**config.mk**
```make
export PLATFORM = sky130hd
export DESIGN_NAME = instr_fetch_ctrl
export DESIGN_NICKNAME = d
export VERILOG_FILES = /design/src/rtl/instr_fetch_ctrl.sv
export SDC_FILE = /design/constraint.sdc
export NUM_CORES = 1
export LEC_CHECK = 0
export BUFFER_PORTS_ARGS = -buffer_cell sky130_fd_sc_hd__buf_2
export CAP_MARGIN = 20
export CORE_MARGIN = 2
export CORE_UTILIZATION = 45
export CTS_CLUSTER_SIZE = 40
export DETAILED_ROUTE_END_ITERATION = 8
export PLACE_DENSITY = 0.72
export SYNTH_ARGS = -nofsm -noshare
export SYNTH_HDL_FRONTEND = slang
export SYNTH_SLANG_ARGS = --single-unit
```
**constraint.sdc**
```tcl
create_clock -name clk -period 2.6 [get_ports clk]
set_clock_uncertainty 0.2 [all_clocks]
set_input_delay 0.52 -clock clk [delete_from_list [all_inputs] [get_ports clk]]
set_output_delay 0.52 -clock clk [all_outputs]
set_load 0.01 [all_outputs]
```
**src/rtl/instr_fetch_ctrl.sv**
```systemverilog
// Instruction fetch controller: sequential PC fetch with one-cycle ROM latency,
// branch redirect, single-cycle debug ROM reads and an out-of-range HALT state.
//
// state    | meaning
// ST_FETCH | normal sequential fetch from PC
// ST_DBG   | one-cycle debug read of dbg_addr, then return to entry state
// ST_HALT  | PC ran past the ROM; waiting for a redirect or reset
module instr_fetch_ctrl #(
  parameter int          ROM_BYTES = 32,
  parameter logic [15:0] RESET_PC  = 16'h0000
) (
  input  logic        clk,
  input  logic        rst,
  input  logic        stall,
  input  logic        br_taken,
  input  logic [15:0] br_target,
  input  logic        dbg_req,
  input  logic [15:0] dbg_addr,
  output logic [15:0] mem_pc,
  input  logic [15:0] mem_instr,
  output logic [15:0] if_instr,
  output logic [15:0] if_pc,
  output logic        if_valid,
  output logic [15:0] dbg_data,
  output logic        dbg_ack,
  output logic        halted
);

  localparam logic [1:0] ST_FETCH = 2'd0;
  localparam logic [1:0] ST_DBG   = 2'd1;
  localparam logic [1:0] ST_HALT  = 2'd2;

  localparam logic [16:0] ROM_LIMIT = 17'(ROM_BYTES);

  function automatic logic in_rom(input logic [15:0] addr);
    return {1'b0, addr} < ROM_LIMIT;
  endfunction

  logic [1:0]  state_q, state_d;
  logic        ret_halt_q, ret_halt_d;
  logic [15:0] pc_q, pc_d;
  logic [15:0] if_instr_q, if_instr_d;
  logic [15:0] if_pc_q, if_pc_d;
  logic        if_valid_q, if_valid_d;
  logic [15:0] dbg_data_q, dbg_data_d;
  logic        dbg_ack_q, dbg_ack_d;

  logic [15:0] br_pc;
  logic        dbg_grant_ok;

  assign br_pc = br_target & 16'hFFFE;
  // The cycle right after an ack is always a normal cycle, even if dbg_req is still high.
  assign dbg_grant_ok = dbg_req && !dbg_ack_q;

  assign mem_pc = (state_q == ST_DBG) ? dbg_addr : pc_q;

  always_comb begin
    state_d    = state_q;
    ret_halt_d = ret_halt_q;
    pc_d       = pc_q;
    if_instr_d = if_instr_q;
    if_pc_d    = if_pc_q;
    if_valid_d = if_valid_q;
    dbg_data_d = dbg_data_q;
    dbg_ack_d  = 1'b0;

    if (br_taken) begin
      pc_d       = br_pc;
      if_valid_d = 1'b0;
      state_d    = in_rom(br_pc) ? ST_FETCH : ST_HALT;
    end else if (!stall) begin
      case (state_q)
        ST_FETCH: begin
          if (dbg_grant_ok) begin
            state_d    = ST_DBG;
            ret_halt_d = 1'b0;
            if_valid_d = 1'b0;
          end else if (!in_rom(pc_q)) begin
            state_d    = ST_HALT;
            if_valid_d = 1'b0;
          end else begin
            if_instr_d = mem_instr;
            if_pc_d    = pc_q;
            if_valid_d = 1'b1;
            pc_d       = pc_q + 16'd2;
          end
        end
        ST_HALT: begin
          if_valid_d = 1'b0;
          if (dbg_grant_ok) begin
            state_d    = ST_DBG;
            ret_halt_d = 1'b1;
          end
        end
        ST_DBG: begin
          dbg_data_d = in_rom(dbg_addr) ? mem_instr : 16'h0000;
          dbg_ack_d  = 1'b1;
          if_valid_d = 1'b0;
          state_d    = ret_halt_q ? ST_HALT : ST_FETCH;
        end
        default: state_d = ST_FETCH;
      endcase
    end
  end

  always_ff @(posedge clk or posedge rst) begin
    if (rst) begin
      state_q    <= ST_FETCH;
      ret_halt_q <= 1'b0;
      pc_q       <= RESET_PC & 16'hFFFE;
      if_instr_q <= 16'h0000;
      if_pc_q    <= 16'h0000;
      if_valid_q <= 1'b0;
      dbg_data_q <= 16'h0000;
      dbg_ack_q  <= 1'b0;
    end else begin
      state_q    <= state_d;
      ret_halt_q <= ret_halt_d;
      pc_q       <= pc_d;
      if_instr_q <= if_instr_d;
      if_pc_q    <= if_pc_d;
      if_valid_q <= if_valid_d;
      dbg_data_q <= dbg_data_d;
      dbg_ack_q  <= dbg_ack_d;
    end
  end

  assign if_instr = if_instr_q;
  assign if_pc    = if_pc_q;
  assign if_valid = if_valid_q;
  assign dbg_data = dbg_data_q;
  assign dbg_ack  = dbg_ack_q;
  assign halted   = (state_q == ST_HALT);

endmodule

```
-- Yosys cells after proc, flatten, opt, wreduce, memory -nomap -nowiden
Index checks and enable logic that the tools add are counted.
- bits of input ports: 53
- output and inout bits: 67
- register bits after elaboration: 69
- reductions and logical operators: 14
- equality and inequality tests: 8
- add/subtract/negate cells: 1
- bitwise gates (word level): 3
- $lt $le $gt $ge: 3
- multiplexer cells: 26
- operators by type and width (cell ; count):
    $mux 16 ; 7
    $lt 16x6->1 const B ; 3
    $add 16x2->16 const B ; 1
    $mux 2 ; 7
    $reduce_and 5->1 ; 2
    $mux 1 ; 9
    $pmux 2 s3 ; 1
    $reduce_and 3->1 ; 2
    $reduce_bool 2->1 ; 3
    $ne 2x1->1 const B ; 2
    $ne 2x2->1 const B ; 2
    $ne 4x4->1 const B ; 1
    $pmux 1 s2 ; 2
    $reduce_and 4->1 ; 1
    $ne 3x2->1 const B ; 1
    $not 1->1 ; 3
    $reduce_bool 3->1 ; 1
    $eq 2x1->1 const B ; 1
    $eq 2x2->1 const B ; 1
    $logic_not 2->1 ; 1
    $reduce_and 2->1 ; 1
    $reduce_or 2->1 ; 1
    $logic_and 1x1->1 ; 1
    $logic_not 1->1 ; 1

-- Longest topological paths before layout
- depth after elaboration: 6
- mapped depth: 7
- mapped depth without buffers: 6

-- Least setup slack after synthesis
No wires, ideal clock.
- kind: register to output
- start point: register state_q[1]
- end point: output mem_pc[10]
- cell stages (with the launch flop): 6
- required time: 1.880 ns
- path buffers: 2
- slack: 0.360 ns
- data arrival time: 1.520 ns
- cells stage by stage: dfrtp_1 -> inv_1 -> ha_1 -> buf_2 -> buf_1 -> mux2_2
- cells in the longest elaborated chain, start to end: 2
- ends and longest elaborated chain (what ; RTL line ; text):
    start: declaration ; 39 ; logic [1:0] state_q, state_d;
    start signal: assignment ; 117 ; state_q <= state_d;
    $eq 2x1->1 ; 55 ; assign mem_pc = (state_q == ST_DBG) ? dbg_addr : pc_q;
    $mux 16 ; 55 ;
    end: declaration ; 19 ; output logic [15:0] mem_pc,
No other way between the ends.

-- Final worst setup path
- start point: register state_q[1]
- end point: output mem_pc[7]
The elaborated chain is that of the path after synthesis.

==> flow_summary_export.csv <==
group,metric,value,unit
power_and_ir_drop,finalPower,2.38,mW
sta,fmax,400,MHz
placement,dp_slack,318,ps
yosys,synthCells,229,
finish,fin_util,61.5,%
yosys,syn_avg_cell_area,13.0,um^2
global_routing,grt_max_degree,68,
sta,layout_setup_ws,100,ps
sta,fin_crit_sh,96.1,%
sta,fin_crit,2500,ps
clock_tree,clockBufferDepth,2,
placement,hpwl,4.93,mm
yosys,synth_cell_types,44,
hold_path,hp-class,"in -> async",
global_routing,grt_overflow,0,
yosys,synth_edf_count,0,
clock_tree,cts_made_buffers,9,
setup_path,cpLargestDelayFamily,"buffers and inverters",
power_and_ir_drop,power.density,610,mW/mm^2
finish,fill_cells,534,
global_routing,antenna_found_initial,0,
floorplan,die_area,0.00726,mm^2
global_routing,grt_use_total,20.1,%
setup_path,slowest_delay,440,ps
setup_path,crit_chain,"inv_1 > ha_4 > buf_8 > mux2_2 > buf_2",
yosys,seq_area_frac_synth,56.5,%
detailed_routing,route.met3.wl,582,um
sta,rsz0062_at_grt,"false",
finish,diodes,0,
finish,drive_gt1_share,53.5,%
finish,final_nets,413,
clock_tree,insertion_delay,330,ps
placement,gp_congestion,0.817,
yosys,syn-cell-area,0.00297,mm^2
detailed_routing,drtIter0Drc,98,
global_routing,grt_pass1_vias,2367,
setup_path,cp_data_arrival_time,1780,ps
placement,placed_cell_area,0.00367,mm^2
setup_path,critPathMaxFanout,16,
setup_path,path_buf_inv,3,
finish,final_cell_area,0.00391,mm^2
clock_tree,htreeDepth,3,
run,maxCapViolCount,0,
detailed_routing,detail-route-antenna-nets,0,
detailed_routing,routedWlPerCell,16.1,um
finish,final_common_cell,"buf_2",
floorplan,pin_count,120,
sta,finalHoldViolations,0,
detailed_routing,drt-vias-per-instance,5.32,
clock_tree,root_buffer,"clkbuf_8",
detailed_routing,top_layer,"met4",
detailed_routing,met1_length,3.10,mm
floorplan,fp-row-count,29,
clock_tree,cts_tree,"yes",
sta,drv_slew,0,
floorplan,core-area,0.00635,mm^2
finish,final_cell_mix,"117 x buf_2, 67 x dfrtp_1, 42 x mux2_2, 18 x a22o_1, 12 x nor2b_1",
detailed_routing,first_pass_iters,4,
sta,final.setup.tns,0,ps
yosys,synth_nets,287,
detailed_routing,drc_errors,0,
detailed_routing,drt-total-wl,7.00,mm
yosys,synth_ff_type,"dfrtp_1",
clock_tree,clk_pin_slew,70,ps
power_and_ir_drop,peakVddDrop,0.000404,V
run_status,status,"finished clean",
power_and_ir_drop,power_leakage,2.08,nW
placement,port_buffers,117,
setup_path,crit_path_start_kind,"flop",
yosys,async_flop_share,100,%
sta,setup_violations,0,
setup_path,r2r_slack,370,ps
setup_path,cp.required,1880,ps
floorplan,die_x,85.2,um
floorplan,die_h,85.2,um
yosys,ys_warn_count,0,
global_routing,grt_pass1_wl,11.5,mm
floorplan,initial_core_util,46.7,%
setup_path,criticalPathCategory,"reg -> out",
setup_path,slowest_stage,"dfrtp_1",
setup_path,worstSetupEndpointType,"primary output",
clock_tree,hold_buffers,0,
detailed_routing,wl_met2,3.24,mm
clock_tree,post-cts-setup-buffers,0,
detailed_routing,num_vias,2318,
yosys,ys_ff_latch,67,
clock_tree,clock-sinks,67,
finish,area_delta_synth_final,31.6,%
[synth_stat cells, types with 2 or more instances]
library cell / n / share of area (%)
mux2_1: 2 / 0.76
nor4_1: 5 / 1.1
nand3_1: 5 / 0.84
nor3_1: 3 / 0.51
nand2b_1: 3 / 0.63
a31oi_1: 6 / 1.3
buf_1: 2 / 0.25
a21oi_1: 2 / 0.34
nand2_1: 5 / 0.63
clkbuf_1: 3 / 0.38
ha_1: 5 / 2.1
a22o_1: 18 / 5.3
nor2b_1: 12 / 2.5
buf_4: 3 / 0.76
dfrtp_1: 67 / 56
o21ai_0: 5 / 0.84
inv_1: 5 / 0.63
buf_2: 2 / 0.34
nor2_1: 9 / 1.1
nor4_4: 2 / 1.4
mux2_2: 42 / 16
[state kept, by name, indices dropped and copies added, names as in the netlist]
signal,cells
dbg_data,16
if_instr,16
if_pc,15
pc_q,15
state_q,2
dbg_ack,1
if_valid,1
ret_halt_q,1
[layout make-up]
type	count	area (um^2)	area share (%)
multi-input combinational	146	1230	31.5
clock buffer	10	138	3.52
inverter	6	22.5	0.577
sequential	67	1680	42.9
clock inverter	5	77.6	1.99
timing repair buffer	125	666	17.0
tap	77	96.3	2.47
[metrics by stage]
stage	hold slack, ps	instances
finish	43.8	436
global route	74.2	436
CTS	52.9	436
detailed placement	273	421
global placement	269	421
floorplan	267	229
[cell families after synthesis]
kind of cell / synth area share, %
multiplexers: 17.0
adder cells (fa/ha/maj): 2.11
other: 0.126
buffers and inverters: 2.49
AO/OA/AOI/OAI: 9.95
flip-flops: 56.5
AND/OR/NAND/NOR: 11.8
[final timing paths]
kind                           endpoint  cells past startpoint          from
setup / recovery              mem_pc[7]                      5    state_q[1]
hold / removal                if_pc[14]                      3           rst
setup reg to reg                pc_q[4]                      6    state_q[1]
hold reg to reg                if_pc[2]                      1      if_pc[2]
max in group asynchronous  dbg_data[10]                      3           rst
min in group clk                pc_q[3]                      3  br_target[3]
[power by group]
group          total, mW  internal [mW]  switching (mW)
Sequential          1.12           1.08          0.0434
Combinational      0.319          0.156           0.163
Clock              0.941          0.557           0.383
Total               2.38           1.79           0.590
[tightest hold or removal path, stage by stage]
cell and delay [ps]:
buf_2 100, inv_2 60, buf_12 300
[what timing repair did]
action	in CTS	in global routing
pin swaps	0	0
gates resized for setup	2	2
gates cloned	0	0
endpoints found under the setup margin	12	12
[metal layers]
metal | track usage [%] | up-vias
li1 | - | 1091
met1 | 27.1 | 1131
met2 | 30.4 | 86
met3 | 7.10 | 10
met4 | 6.64 | 0
met5 | 0 | -
Note: power is estimated with default switching activity, not from simulation.
